$ cat src/rtl/vga_scanout.sv
// vga_scanout: VGA timing generator that reads a double-buffered frame store and
// drives registered RGB/sync pins aligned to the returned pixel data.
module vga_scanout #(
  parameter int H_ACTIVE   = 640,
  parameter int H_FP       = 16,
  parameter int H_SYNC     = 96,
  parameter int H_BP       = 48,
  parameter int V_ACTIVE   = 480,
  parameter int V_FP       = 10,
  parameter int V_SYNC     = 2,
  parameter int V_BP       = 33,
  parameter int CLK_DIV    = 4,
  parameter int RD_LATENCY = 1,
  localparam int H_TOTAL   = H_ACTIVE + H_FP + H_SYNC + H_BP,
  localparam int V_TOTAL   = V_ACTIVE + V_FP + V_SYNC + V_BP,
  localparam int XW        = $clog2(H_TOTAL),
  localparam int YW        = $clog2(V_TOTAL)
) (
  input  logic          clk,
  input  logic          rst_n,
  input  logic          swap_req,
  output logic          swap_ack,
  output logic          rd_en,
  output logic [XW-1:0] rd_x,
  output logic [YW-1:0] rd_y,
  output logic          rd_buf,
  input  logic [11:0]   rd_pixel,
  output logic [3:0]    vga_r,
  output logic [3:0]    vga_g,
  output logic [3:0]    vga_b,
  output logic          vga_hs,
  output logic          vga_vs,
  output logic          frame_start
);
  localparam int DW = $clog2(CLK_DIV);
  logic [DW-1:0] div_q, div_d;
  logic [XW-1:0] h_q, h_d;
  logic [YW-1:0] v_q, v_d;
  logic buf_q, buf_d;
  logic [31:0] hx, vx;
  logic tick, active, hs_raw, vs_raw, h_wrap, v_wrap;
  logic [RD_LATENCY-1:0] pv_q, pa_q, phs_q, pvs_q;
  logic [11:0] rgb_q;
  logic hs_q, vs_q;
  always_comb begin
    hx = 32'(h_q);
    vx = 32'(v_q);
    tick = div_q == '0;
    active = hx < H_ACTIVE && vx < V_ACTIVE;
    hs_raw = !(hx >= H_ACTIVE + H_FP && hx < H_ACTIVE + H_FP + H_SYNC);
    vs_raw = !(vx >= V_ACTIVE + V_FP && vx < V_ACTIVE + V_FP + V_SYNC);
    h_wrap = hx == H_TOTAL - 1;
    v_wrap = vx == V_TOTAL - 1;
    div_d = 32'(div_q) == CLK_DIV - 1 ? '0 : div_q + 1'b1;
    h_d = tick ? (h_wrap ? '0 : h_q + 1'b1) : h_q;
    v_d = (tick && h_wrap) ? (v_wrap ? '0 : v_q + 1'b1) : v_q;
    swap_ack = tick && h_wrap && v_wrap && swap_req;
    buf_d = buf_q ^ swap_ack;
  end
  assign rd_en = tick && active;
  assign rd_x = h_q;
  assign rd_y = v_q;
  assign rd_buf = buf_q;
  assign frame_start = tick && h_q == '0 && v_q == '0;
  assign {vga_r, vga_g, vga_b} = rgb_q;
  assign vga_hs = hs_q;
  assign vga_vs = vs_q;
  always_ff @(posedge clk or negedge rst_n) begin
    if (!rst_n) begin
      div_q <= DW'(CLK_DIV - 1);
      h_q <= '0;
      v_q <= '0;
      buf_q <= 1'b0;
    end else begin
      div_q <= div_d;
      h_q <= h_d;
      v_q <= v_d;
      buf_q <= buf_d;
    end
  end
  // Tick flags ride a RD_LATENCY-deep delay line so sync and RGB register on the same edge.
  always_ff @(posedge clk or negedge rst_n) begin
    if (!rst_n) begin
      pv_q <= '0;
      pa_q <= '0;
      phs_q <= '1;
      pvs_q <= '1;
      rgb_q <= '0;
      hs_q <= 1'b1;
      vs_q <= 1'b1;
    end else begin
      pv_q[0] <= tick;
      pa_q[0] <= active;
      phs_q[0] <= hs_raw;
      pvs_q[0] <= vs_raw;
      for (int i = 1; i < RD_LATENCY; i++) begin
        pv_q[i] <= pv_q[i-1];
        pa_q[i] <= pa_q[i-1];
        phs_q[i] <= phs_q[i-1];
        pvs_q[i] <= pvs_q[i-1];
      end
      if (pv_q[RD_LATENCY-1]) begin
        rgb_q <= pa_q[RD_LATENCY-1] ? rd_pixel : 12'h000;
        hs_q <= phs_q[RD_LATENCY-1];
        vs_q <= pvs_q[RD_LATENCY-1];
      end
    end
  end
endmodule

$ cat config.mk
export PLATFORM = sky130hd
export DESIGN_NAME = vga_scanout
export DESIGN_NICKNAME = d
export VERILOG_FILES = /design/src/rtl/vga_scanout.sv
export SDC_FILE = /design/constraint.sdc
export NUM_CORES = 1
export LEC_CHECK = 0
export ABC_AREA = 1
export BUFFER_PORTS_ARGS = -buffer_cell sky130_fd_sc_hd__buf_2
export CELL_PAD_IN_SITES_DETAIL_PLACEMENT = 0
export CELL_PAD_IN_SITES_GLOBAL_PLACEMENT = 1
export CORE_MARGIN = 3
export CORE_UTILIZATION = 38
export CTS_CLUSTER_SIZE = 25
export DETAILED_ROUTE_END_ITERATION = 7
export GPL_TIMING_DRIVEN = 0
export PLACE_DENSITY = 0.85
export SYNTH_ARGS = -nofsm -noshare
export SYNTH_HDL_FRONTEND = slang
export SYNTH_SLANG_ARGS = --single-unit
export TNS_END_PERCENT = 10
$ cat constraint.sdc
create_clock -name clk -period 2 [get_ports clk]
set_input_delay 0.3 -clock clk [delete_from_list [all_inputs] [get_ports clk]]
set_output_delay 0.3 -clock clk [all_outputs]
set_load 0.03 [all_outputs]
==> metrics <==
CP max-delay cell=dfstp_2; MaxCap Viol Count=0; clk_skew=9.868 ps; Max Fclk=around 0.52 GHz; Tcrit/Tclk final=~95%; crit path launch=div_q[0]$_DFF_PN1_; Layout area overhead=28.28%; Crit Path Category=reg2out; Post-Syn Instances=245; I/O pin cnt=53; share of cells above drive strength 1=roughly 32%; CP Max Fanout=5; setup violators final=0; register area share after synthesis=50.24%; power per cell area=597.2 nW/µm²; Cell Count Post-Placement=367; largest family of logic cells by synthesized area=simple AND/OR/NAND/NOR gates; first-pass GRT wire length=7721 µm; Avg Cell Area, Syn=between 8 and 9 µm²; measured slew at the worst slew-check pin=891.9 ps; reg2reg start=div_q[1]$_DFF_PN1_; Post-Synth Adder-Cell Area=3.650%; most frequent cells after synthesis=nand2_1 (40), inv_1 (39), dfrtp_1 (35); Final Non-Filler Cells=384; mux cell area share after synthesis=between 1 and 1.5%; FF+latch count, synth=41; Initial Utilization=39.77%; Worst path depth=9; largest net degree at the start of global routing=42; clock latency on the worst-skew pair=290 ps; Pwr Total=roughly 1.6 mW; Max IR drop VDD=289.3 µV; CTS tree=built; Crit path max-delay family=flip-flops; pre-CTS setup slack=114.4 ps; GRT Total Usage=~15%; Worst setup SP type=flip-flop; Cell variety after synth=28; DRT iter0 DRCs=71; syn nets=266; Worst R2R Path Depth=9; total gr overflow=0; run status=finished, final reports clean; PortBufs=52; number of synthesized flops with an enable pin=0; initial antenna violation count=0; final worst slack=just over 90 ps; core area=about 5200 µm²; area leader, netlist=dfrtp_1; top-count cell post-synth=nand2_1; final hold violation count=0; R2R Setup Slk=280 ps; Synth Area in Compound Gates=6.083%; simple-gate share of the synthesized area=27.43%; critical path arrival=1610 ps; clock sink total=41; Slew headroom=40.54%; Worst setup endpoint=swap_ack; drt wl/cell=~12 µm; Buf+Inv Stages, Crit Path=3; clock buffer depth=2; number of H-tree levels=2; Via density=4.682; RePlAce Congestion=0.8216; Crit. End Element=output pin; width of the die=79.58 µm; site row count=26; Synth top area share=42.58%; clock-pin transition on the worst setup and hold timing paths=80 ps; DRC viols=0; Hold Crit Class=in2async; diode count=0; antenna-violating nets left=0; Worst Path Required=1700 ps; drt pass-1 iters=4; Synth Cell Area=2057 µm²; Critical Path, Cell by Cell=inv_2 > ha_4 > inv_2 > nor2_2 > nand3_2 > nor2_4 > nand2_4 > nor2_1 > buf_4; Final Max Tran Viols=0; via count of the first global-routing pass=between 1500 and 2000; worst hold slack=130.9 ps; drt total wl=4684 µm; Synth area leaders=dfrtp_1 (43%), dfstp_2 (7.7%), nand2_1 (7.3%), inv_1 (7.1%), nand3_1 (6.8%); Reg-to-Reg End=rd_x[9]$_DFFE_PN0N_; Static Leakage=~1.4 nW; Synth Area in XOR/XNOR=2.129%; fraction of registers with async set/reset=100.0%; die area=6332 µm²; slowest stage delay, CP=about 560 ps; min Tclk post-route=1907 ps; Synth warnings=0; root buf cell=clkbuf_8; chip height=79.58 µm; TritonCTS buffer count=5; HPWL after DPL=around 3400 µm; most used cell, CP=inv_2; Via Count=1798; top_reg_cell synth=dfrtp_1; final net count=334
kinds of logic after synthesis:
kind of cell | count (synthesis)
AND/OR/NAND/NOR | 120
buffers and inverters | 47
flip-flops | 41
AO/OA/AOI/OAI | 24
adder cells (fa/ha/maj) | 6
XOR/XNOR | 5
multiplexers | 2
power breakdown:
group          total [mW]  switching (mW)  leakage (nW)  internal [mW]
Clock               0.645           0.275        0.0552          0.370
Sequential          0.847         0.00578         0.499          0.841
Combinational      0.0835          0.0578         0.833         0.0258
cells in the final DEF (no fill, tap or decap), types with 6 or more instances in the layout:
cell type	count
nor2_1	25
inv_1	36
nand2_1	38
nand3_1	28
o21ai_0	15
dfstp_2	6
buf_2	51
dfrtp_1	35
nand4_1	6
buf_4	11
repair_timing:
item                                    4_1_cts  5_1_grt
resized for setup                             7       10
hold endpoints to repair                      0        0
hold buffers                                  0        0
endpoints found under the setup margin        1        2
setup buffers                                 1        8
pin swaps                                     2        5
sequential cells by signal, summed over array words and instances, names as in the netlist:
register,cells
div_q,2
pa_q,1
phs_q,1
pv_q,1
pvs_q,1
rd_buf,1
rd_x,10
rd_y,10
rgb_q,12
vga_hs,1
vga_vs,1
per-layer routing:
layer	global-route usage, %	up-vias	wire length, µm
li1	-	917	-
met1	20.50	823	2170
met2	24.54	54	2143
met3	4.289	4	324
met4	4.639	0	46
met5	0	-	0
final cells by class:
class                      count  area, µm²
inverter                      41      153.9
timing repair buffer          61      332.8
sequential                    41       1033
clock inverter                 2      35.03
clock buffer                   6      72.57
buffer                         6      38.79
tap                           70      87.58
fill                         511       2534
multi-input combinational    157      884.6
metrics by stage:
stage / setup TNS [ps] / instance area, µm² / util, %
floorplan: 0 / 2057 / -
finish: 0 / 2639 / 51.02
global placement: 0 / 2405 / 46.49
global route: -2.641 / 2639 / 51.02
CTS: 0 / 2547 / 49.25
detailed placement: 0 / 2405 / 46.49
how the worst min path moves through the flow:
| stage | endpoint |
|---|---|
| 2_1_floorplan | pa_q$_DFF_PN0_ |
| 3_3_place_gp | rgb_q[4]$_DFFE_PN0P_ |
| 3_5_place_dp | rgb_q[8]$_DFFE_PN0P_ |
| 4_1_cts | rgb_q[8]$_DFFE_PN0P_ |
| 5_1_grt | rgb_q[4]$_DFFE_PN0P_ |
| 6_report | rgb_q[9]$_DFFE_PN0P_ |
Power figures use the tool's default switching activity.
